`src/rtl/systolic_result_packer.sv`:
```
// systolic_result_packer: quantises COLS-wide accumulator rows, packs them into
// UB_W words and streams a programmed number of rows to the unified buffer
// through a first-word-fall-through FIFO.
// Optional feature: define RESULT_PACKER_RELU_EN to enable ReLU before zero-point add.
module systolic_result_packer #(
   parameter int unsigned COLS  = 3,
   parameter int unsigned ACC_W = 32,
   parameter int unsigned OUT_W = 8,
   parameter int unsigned UB_W  = 256,
   parameter int unsigned DEPTH = 4
) (
   input  logic                  clk,
   input  logic                  rst_n,
   input  logic                  start,
   input  logic [7:0]            num_rows,
   input  logic [4:0]            cfg_shift,
   input  logic                  cfg_signed,
   input  logic [OUT_W-1:0]      cfg_zero_point,
   input  logic                  cfg_relu,
   input  logic                  acc_valid,
   input  logic [COLS*ACC_W-1:0] acc_data,
   output logic                  acc_ready,
   output logic                  out_valid,
   output logic [UB_W-1:0]       out_data,
   output logic                  out_last,
   input  logic                  out_ready,
   output logic                  busy,
   output logic                  done,
   output logic [15:0]           sat_count
);

   localparam int unsigned EXT_W = ACC_W + 2;
   localparam int unsigned ROW_W = COLS * OUT_W;
   localparam int unsigned ENT_W = ROW_W + 1;
   localparam int unsigned PTR_W = (DEPTH > 1) ? $clog2(DEPTH) : 1;
   localparam int unsigned CNT_W = PTR_W + 1;
   localparam int unsigned NCL_W = $clog2(COLS + 1);

   localparam logic signed [EXT_W-1:0] S_MAX = EXT_W'((64'd1 << (OUT_W - 1)) - 64'd1);
   localparam logic signed [EXT_W-1:0] S_MIN = ~S_MAX;
   localparam logic signed [EXT_W-1:0] U_MAX = EXT_W'((64'd1 << OUT_W) - 64'd1);

   typedef enum logic [1:0] {IDLE, RUN, DRAIN, DONE} state_t;

   state_t             state, state_n;
   logic [7:0]         rows_left;
   logic [4:0]         cfg_shift_q;
   logic               cfg_signed_q;
   logic [OUT_W-1:0]   cfg_zp_q;
`ifdef RESULT_PACKER_RELU_EN
   logic               cfg_relu_q;
`else
   logic               unused_relu;
   assign unused_relu = cfg_relu;
`endif

   logic               s1_valid;
   logic               s1_last;
   logic [ROW_W-1:0]   s1_row;

   logic [ENT_W-1:0]   mem [DEPTH];
   logic [PTR_W-1:0]   wr_ptr, rd_ptr, rd_ptr_n;
   logic [CNT_W-1:0]   count, count_n;
   logic [ENT_W-1:0]   head_n;

   logic               start_ok_c, accept_c, push_c, pop_c, ready_n;
   logic signed [EXT_W-1:0] rnd_c, zp_ext_c, lo_c, hi_c;
   logic [ROW_W-1:0]   row_c;
   logic [NCL_W-1:0]   nclip_c;
   logic [16:0]        sat_sum_c;
   logic [15:0]        sat_n;

   // Per-column rounding shift, zero-point add and saturation of the incoming row
   always_comb begin
      logic signed [EXT_W-1:0] ext_t;
      logic signed [EXT_W-1:0] s_t;
      logic signed [EXT_W-1:0] v_t;
      logic [OUT_W-1:0]        q_t;
      ext_t    = '0;
      s_t      = '0;
      v_t      = '0;
      q_t      = '0;
      row_c    = '0;
      nclip_c  = '0;
      rnd_c    = (cfg_shift_q != 5'd0) ? (EXT_W'(1) << (cfg_shift_q - 5'd1)) : '0;
      zp_ext_c = cfg_signed_q ? {{(EXT_W-OUT_W){cfg_zp_q[OUT_W-1]}}, cfg_zp_q}
                              : {{(EXT_W-OUT_W){1'b0}}, cfg_zp_q};
      hi_c     = cfg_signed_q ? S_MAX : U_MAX;
      lo_c     = cfg_signed_q ? S_MIN : '0;
      for (int unsigned c = 0; c < COLS; c++) begin
         ext_t = {{2{acc_data[c*ACC_W + ACC_W - 1]}}, acc_data[c*ACC_W +: ACC_W]};
         s_t   = (ext_t + rnd_c) >>> cfg_shift_q;
`ifdef RESULT_PACKER_RELU_EN
         if (cfg_relu_q && s_t[EXT_W-1]) s_t = '0;
`endif
         v_t = s_t + zp_ext_c;
         if (v_t > hi_c) begin
            q_t     = hi_c[OUT_W-1:0];
            nclip_c = nclip_c + NCL_W'(1);
         end else if (v_t < lo_c) begin
            q_t     = lo_c[OUT_W-1:0];
            nclip_c = nclip_c + NCL_W'(1);
         end else begin
            q_t = v_t[OUT_W-1:0];
         end
         row_c[c*OUT_W +: OUT_W] = q_t;
      end
      sat_sum_c = 17'(sat_count) + 17'(nclip_c);
      sat_n     = sat_sum_c[16] ? 16'hFFFF : sat_sum_c[15:0];
   end

   // Handshakes, FIFO next-state, next head word and job sequencing
   always_comb begin
      start_ok_c = (state == IDLE) && start;
      accept_c   = acc_valid && acc_ready;
      push_c     = s1_valid;
      pop_c      = out_valid && out_ready;
      count_n    = count + CNT_W'(push_c) - CNT_W'(pop_c);
      rd_ptr_n   = rd_ptr + PTR_W'(pop_c);
      state_n    = state;
      case (state)
         IDLE:    if (start) state_n = (num_rows == 8'd0) ? DONE : RUN;
         RUN:     if (accept_c && rows_left == 8'd1) state_n = DRAIN;
         DRAIN:   if (!s1_valid && count_n == '0) state_n = DONE;
         DONE:    state_n = IDLE;
         default: state_n = IDLE;
      endcase
      // Room must remain for the stage-1 row that an accept now would create
      ready_n = (state_n == RUN) && ((count_n + CNT_W'(accept_c)) < CNT_W'(DEPTH));
      if (count_n == '0)
         head_n = '0;
      else if (count == CNT_W'(pop_c))
         head_n = {s1_last, s1_row};
      else
         head_n = mem[rd_ptr_n];
   end

   // FIFO storage; contents are qualified by count so no reset is needed
   always_ff @(posedge clk) begin
      if (push_c) mem[wr_ptr] <= {s1_last, s1_row};
   end

   // Control FSM, stage-1 register, FIFO pointers and registered outputs
   always_ff @(posedge clk or negedge rst_n) begin
      if (!rst_n) begin
         state        <= IDLE;
         rows_left    <= '0;
         cfg_shift_q  <= '0;
         cfg_signed_q <= 1'b0;
         cfg_zp_q     <= '0;
`ifdef RESULT_PACKER_RELU_EN
         cfg_relu_q   <= 1'b0;
`endif
         s1_valid     <= 1'b0;
         s1_last      <= 1'b0;
         s1_row       <= '0;
         wr_ptr       <= '0;
         rd_ptr       <= '0;
         count        <= '0;
         acc_ready    <= 1'b0;
         out_valid    <= 1'b0;
         out_data     <= '0;
         out_last     <= 1'b0;
         busy         <= 1'b0;
         done         <= 1'b0;
         sat_count    <= '0;
      end else begin
         state     <= state_n;
         acc_ready <= ready_n;
         count     <= count_n;
         rd_ptr    <= rd_ptr_n;
         if (push_c) wr_ptr <= wr_ptr + PTR_W'(1);
         out_valid <= (count_n != '0);
         out_last  <= head_n[ENT_W-1];
         out_data  <= UB_W'(head_n[ROW_W-1:0]);
         s1_valid  <= accept_c;
         if (accept_c) begin
            s1_row  <= row_c;
            s1_last <= (rows_left == 8'd1);
         end
         done <= (state == DONE);
         if (start_ok_c) begin
            cfg_shift_q  <= cfg_shift;
            cfg_signed_q <= cfg_signed;
            cfg_zp_q     <= cfg_zero_point;
`ifdef RESULT_PACKER_RELU_EN
            cfg_relu_q   <= cfg_relu;
`endif
            rows_left    <= num_rows;
            sat_count    <= '0;
            busy         <= 1'b1;
         end else begin
            if (accept_c) begin
               rows_left <= rows_left - 8'd1;
               sat_count <= sat_n;
            end
            if (state == DONE) busy <= 1'b0;
         end
      end
   end

endmodule
```
`config.mk`:
```
export PLATFORM = sky130hd
export DESIGN_NAME = systolic_result_packer
export DESIGN_NICKNAME = d
export VERILOG_FILES = /design/src/rtl/systolic_result_packer.sv
export SDC_FILE = /design/constraint.sdc
export NUM_CORES = 1
export LEC_CHECK = 0
export CAP_MARGIN = 20
export CORE_AREA = 5 5 239 264
export DETAILED_ROUTE_END_ITERATION = 16
export DIE_AREA = 0 0 244 269
export PLACE_DENSITY_LB_ADDON = 0.05
export SETUP_SLACK_MARGIN = 0.3
export SLEW_MARGIN = 20
export SYNTH_ARGS = -nofsm -noshare
export SYNTH_HDL_FRONTEND = slang
export SYNTH_SLANG_ARGS = --single-unit
```
`constraint.sdc`:
```
create_clock -name clk -period 14.2 [get_ports clk]
set_input_delay 2.84 -clock clk [delete_from_list [all_inputs] [get_ports clk]]
set_output_delay 2.84 -clock clk [all_outputs]
set_load 0.02 [all_outputs]
```
### After elaboration in Yosys (flattened, before gate mapping)

Memories as Yosys holds them, arrays and structs flattened.
Index checks and enable logic that the tools add are counted.

* word-level logic and storage cells: 98
* input bits: 124
* memories: 1
* RAM bits: 100
* bits in registers: 102

* reductions and logical operators: 14
* $add $sub $neg: 16
* order comparisons: 7
* eq/ne operators: 6
* mux-type cells: 32
* shift-type cells: 4

Memories
* mem: depth 4, width 25, read ports 1, clocked after Yosys merged registers in 0, write ports 1, line 61 `logic [ENT_W-1:0] mem [DEPTH];`

Operator list (count)
* $add 32x34->34: 3
* $add 34x34->34: 3
* $gt 34x9->1: 3
* $lt 34x34->1: 3
* $mux 34: 3
* $sshr 34x5->34: 3
* $mux 8: 9
* $mux 25: 2
* $mux 16: 3
* $shl 1x5->34 const A: 1
* $mux 2: 9
* $add 16x2->17: 1
* $eq 8x1->1 const B: 1
* $logic_not 8->1: 1
* $pmux 2 s4: 1
* $sub 8x1->8 const B: 1
* $add 2x1->2 const B: 3
* $add 3x1->3: 2
* $logic_and 1x1->1: 6
* $mux 1: 5
* $reduce_bool 5->1: 1
* $sub 5x1->5 const B: 1
* $eq 2x1->1 const B: 2
* $eq 2x2->1 const B: 2
* other kinds (9): 10

### Logic depth before layout (Yosys ltp)

Gate-level depths: netlist of run 1.

* word-level depth: 19
* depth in mapped cells: 58
* gate-level depth less buffers: 54

### Worst setup path after synthesis of run 1

OpenSTA, ideal clock, no wires.

* kind: input-to-reg
* from: input acc_data[32]
* to: register sat_count[9]
* buffers on the path: 0
* library setup time: 0.099 ns
* stages on the path: 46
* arrival: 12.129 ns
* required time: 14.101 ns
* slack: 1.971 ns
* path through: ha_1 fa_1 maj3_2 a311o_1 a211o_1 a31o_2 a21oi_1 a311oi_1 a221o_1 mux4_2 a21o_1 ha_1 fa_1 a211oi_1 o21ai_0 a21oi_1 o211a_1 o31ai_1 [... 10 more ...] nand2_1 or3_1 o211a_1 inv_1 ha_1 inv_1 nand2_1 o21ai_0 a31oi_1 a21oi_1 fa_1 nand2_1 nor3_1 nand4_1 or2_2 a21oi_1 nor2_1 a311oi_1

* word-level cells in the longest chain between the ends: 13

Ends and longest elaborated chain
* start, declared: line 21 `input logic [COLS*ACC_W-1:0] acc_data,`
* $add 32x34->34 *: line 92 `s_t = (ext_t + rnd_c) >>> cfg_shift_q;`
* $sshr 34x5->34 *: line 92
* $add 34x34->34 *: line 96 `v_t = s_t + zp_ext_c;`
* $lt 34x34->1: line 100 `end else if (v_t < lo_c) begin`
* $mux 2: line 100
* $mux 2 *: line 97 `if (v_t > hi_c) begin`
* $add 2x1->2: line 99, 102
* $mux 2: line 100
* $mux 2 *: line 97
* $add 16x2->17 *: line 108 `sat_sum_c = 17'(sat_count) + 17'(nclip_c);`
* $mux 16 *: line 109 `sat_n = sat_sum_c[16] ? 16'hFFFF : sat_sum_c[15:0];`
* $mux 16 *: line 193 `if (accept_c) begin`
* $mux 16 *: line 182 `if (start_ok_c) begin`
* end signal, assigned: line 195 `sat_count <= sat_n;`
* end, declared: line 29 `output logic [15:0] sat_count`

Mark *: on every way between the ends. The rest lies on a longest branch, timed or not. The select of a mux whose other input is x is not followed.
A chain may end at the register's enable or synchronous reset.

### Worst setup path after layout of run 1

Ends and elaborated chain as after synthesis.

==> impl_metrics.py, run 1 <==
metrics = {
    "flow_run": {
        "max_cap_viol_count": 0,
    },
    "timing": {
        "final.setup.tns_ns": 0,
        "layout_setup_ws_ns": 0.787,
        "slew_at_the_pin_closest_to_its_max_slew_limit_ns": 1.04,
        "maxSlewViolCount": 0,
        "fmax_mhz": 74.6,
        "setup_repair_after_global_routing_missed_its_margin": "no",
        "hold_viol": 0,
        "post-route-period-util": 0.945,
        "worst_hold_margin_ns": 0.486,
        "setup_violations": 0,
        "maxSlewHeadroom": 0.308,
        "finalClockSkew_ns": 0.0138,
        "timing.final.crit_period_ns": 13.41,
    },
    "worst_hold_path": {
        "whs_path_depth": 1,
        "hold_path.class": "flop to flop",
    },
    "cts": {
        "worst_path_clk_slew_ns": 0.07,
        "cts_hold_buf": 0,
        "h_tree_depth": 1,
        "cts-buffers-inserted": 19,
        "cts_root_buf": "sky130_fd_sc_hd__clkbuf_16",
        "clkSinkCount": 202,
        "cts_tree": "yes",
        "max_root_sink_buffers": 3,
        "clk_latency_ns": 0.50,
    },
    "setup_path": {
        "r2r_cells": 47,
        "cp.arrival_ns": 13.81,
        "timing.critical_path.from_type": "input pin",
        "critical_path_peak_fanout": 6,
        "cp_slowest_cell": "sky130_fd_sc_hd__o311ai_0",
        "required_time_at_the_endpoint_of_the_critical_path_ns": 14.60,
        "crit_path_end_kind": "flop",
        "criticalPathCategory": "input pin to flop",
        "max_stage_delay_ns": 0.78,
    },
    "cells_and_area": {
        "layout.cell_area.non_filler_mm2": 0.0324,
        "seq_area_mm2": 0.00557,
        "area_growth_syn_to_layout_pct": 9.21,
        "multiInputGateArea_mm2": 0.0223,
        "post_route_cells_drive_above_1_share": 0.0880,
        "final_nets": 4192,
        "count_of_antenna_diodes_in_the_layout": 0,
        "fillerInstances": 5815,
    },
    "detailed_routing": {
        "detail_route.iter0.violations": 2368,
        "drt-vias-per-instance": 6.23,
        "routed-via-count": 28400,
        "routedWlPerCell_um": 22.3,
        "number_of_antenna_violating_nets_in_the_routed_design": 0,
        "detail_route.drc_violations": 0,
        "drt_pass1_iterations": 8,
        "wirelength_mm": 102,
    },
    "logic_synthesis": {
        "yosysSeqAreaShare": 0.187,
        "ys_seq_elements": 202,
        "prevailing_post_synth_register_cell": "sky130_fd_sc_hd__dfrtp_1",
        "synth_largest_area_cell": "sky130_fd_sc_hd__ha_1",
        "synth_enable_flop_cells": 100,
        "yosysWarningCount": 0,
        "synthesis.area_mm2": 0.0297,
        "synth.top_cell.area_share": 0.122,
        "yosysUniqueCellTypes": 97,
        "synth.top_cells.by_area": "sky130_fd_sc_hd__ha_1 (12%), sky130_fd_sc_hd__edfxtp_1 (10%), sky130_fd_sc_hd__dfrtp_1 (8.6%)",
        "synthCells": 3644,
        "asyncSetResetFlopFracSynth": 0.505,
        "synthesis.area_per_instance_um2": 8.14,
    },
    "grt": {
        "grt_use_total": 0.291,
        "global_route_wire_length_before_repair_mm": 155,
        "grt_max_degree": 79,
        "first_global_vias": 26900,
        "globalRouteOverflowTotal": 0,
        "initial_antenna_violation_count": 0,
    },
    "die": {
        "io_pins": 401,
        "die_x_um": 244,
        "design.die.area_mm2": 0.0656,
        "dieHeight_um": 269,
        "initial_utilization": 0.491,
        "row_count": 95,
        "design.core.area_mm2": 0.0604,
    },
    "place": {
        "dp_slack_ns": 0.317,
        "dpl_cell_area_mm2": 0.0317,
        "dp_hpwl_mm": 82.2,
        "gp_congestion": 1.02,
        "port_buffers": 167,
    },
    "outcome": {
        "outcome": "complete, no violations",
    },
}
path summary, 6_finish.rpt:
path / start / endpoint / slack (ns)
setup reg to reg: cfg_shift_q[1] / sat_count[9] / 1.11
setup / recovery: acc_data[32] / sat_count[9] / 0.79
max in group asynchronous: rst_n / cfg_shift_q[2] / 10.59
hold reg to reg: busy / busy / 0.49
min in group asynchronous: rst_n / out_data[2] / 2.39
hold / removal: busy / busy / 0.49
flip-flops by register name, indices dropped and copies added (netlist names), 2 cells and up:
| signal | flops |
|---|---|
| wr_ptr | 2 |
| cfg_shift_q | 5 |
| sat_count | 16 |
| count | 3 |
| state | 2 |
| rd_ptr | 2 |
| cfg_zp_q | 8 |
| rows_left | 8 |
| out_data | 24 |
| s1_row | 24 |
| mem | 100 |
layer usage:
metal / part of all wire / wire length [um] / track usage
met1: 0.42 / 42700 / 0.380
met2: 0.48 / 49000 / 0.505
met3: 0.049 / 4940 / 0.0168
met4: 0.049 / 5010 / 0.126
met5: 0 / 0 / 0
placed cells by master (no fill, tap or decap), types with 69 or more instances in the layout:
cell type / n
sky130_fd_sc_hd__o21ai_0: 231
sky130_fd_sc_hd__nand2_1: 323
sky130_fd_sc_hd__conb_1: 238
sky130_fd_sc_hd__dfrtp_1: 97
sky130_fd_sc_hd__nor2_1: 265
sky130_fd_sc_hd__ha_1: 289
sky130_fd_sc_hd__nand3_1: 69
sky130_fd_sc_hd__inv_1: 95
sky130_fd_sc_hd__a21o_1: 121
sky130_fd_sc_hd__edfxtp_1: 100
sky130_fd_sc_hd__mux2i_1: 88
sky130_fd_sc_hd__a211oi_1: 80
sky130_fd_sc_hd__clkdlybuf4s50_1: 166
sky130_fd_sc_hd__a21oi_1: 300
sky130_fd_sc_hd__buf_4: 113
sky130_fd_sc_hd__xnor2_1: 115
sky130_fd_sc_hd__xor2_1: 70
cells in the mapped netlist (all sizes together), types with 11 or more instances:
cell type / instances
a31oi: 41
mux2i: 89
o21ai: 235
o2111ai: 15
a311oi: 13
a21o: 121
o22ai: 11
nand4: 38
a22oi: 12
a21oi: 301
a211o: 19
buf: 270
o21bai: 29
dfrtp: 102
o31ai: 22
o211ai: 39
a221o: 13
mux4: 56
or2: 16
o21a: 60
clkbuf: 139
xnor2: 117
a221oi: 18
nand2: 323
nand2b: 29
nor2b: 44
nor2: 269
o211a: 11
ha: 289
mux2: 58
nor4: 23
or3: 24
a211oi: 84
nor3: 65
and3: 36
xor2: 74
and2: 46
edfxtp: 100
a21boi: 16
o221ai: 12
inv: 100
nand3: 69
stage by stage:
step	utilization	cells
floorplan	-	3880
global placement	0.524	4526
detailed placement	0.524	4526
CTS	0.535	4560
global route	0.536	4560
finish	0.536	4560
layout make-up:
class | count | area share
repair buffers | 279 | 0.0775
well taps | 776 | 0.0300
multi-input cells | 3167 | 0.689
flip-flops and latches | 202 | 0.172
inverters | 102 | 0.0119
clock inverters | 10 | 0.00375
clock buffers | 24 | 0.0162
logic make-up after synthesis:
family / count (synthesis) / share of synthesized area
buffers and inverters: 511 / 0.0945
XOR/XNOR: 191 / 0.0564
other: 2 / 0.000253
multiplexers: 203 / 0.0946
flip-flops: 202 / 0.187
AO/OA/AOI/OAI: 1203 / 0.273
adder cells (fa/ha/maj): 301 / 0.129
AND/OR/NAND/NOR: 1031 / 0.165
worst max-delay path, delay by kind of cell:
family                   cells  cell delay, ns
multiplexers                 2            0.62
adder cells (fa/ha/maj)      8            2.33
AO/OA/AOI/OAI               18            4.94
AND/OR/NAND/NOR             10            1.65
buffers and inverters        4            0.79
XOR/XNOR                     3            0.64
timing repair:
action,in CTS,in global routing
buffers inserted,0,0
gates resized for setup,0,14
endpoints found under the setup margin,0,15
Power of run 1 is left out: the tool's default activity adds up to more than one toggle a clock period on the data nets, which glitch-free logic cannot reach.
==> inputs of run 2 (changes only) <==
--- a/config.mk
+++ b/config.mk
@@ -5,7 +5,6 @@
 export SDC_FILE = /design/constraint.sdc
 export NUM_CORES = 1
 export LEC_CHECK = 0
-export CAP_MARGIN = 20
 export CORE_AREA = 5 5 239 264
 export DETAILED_ROUTE_END_ITERATION = 16
 export DIE_AREA = 0 0 244 269
==> results of run 2 <==
No change in the layout: final DEF, timing and power equal those of run 1.
Power of run 2 is left out for the same reason.
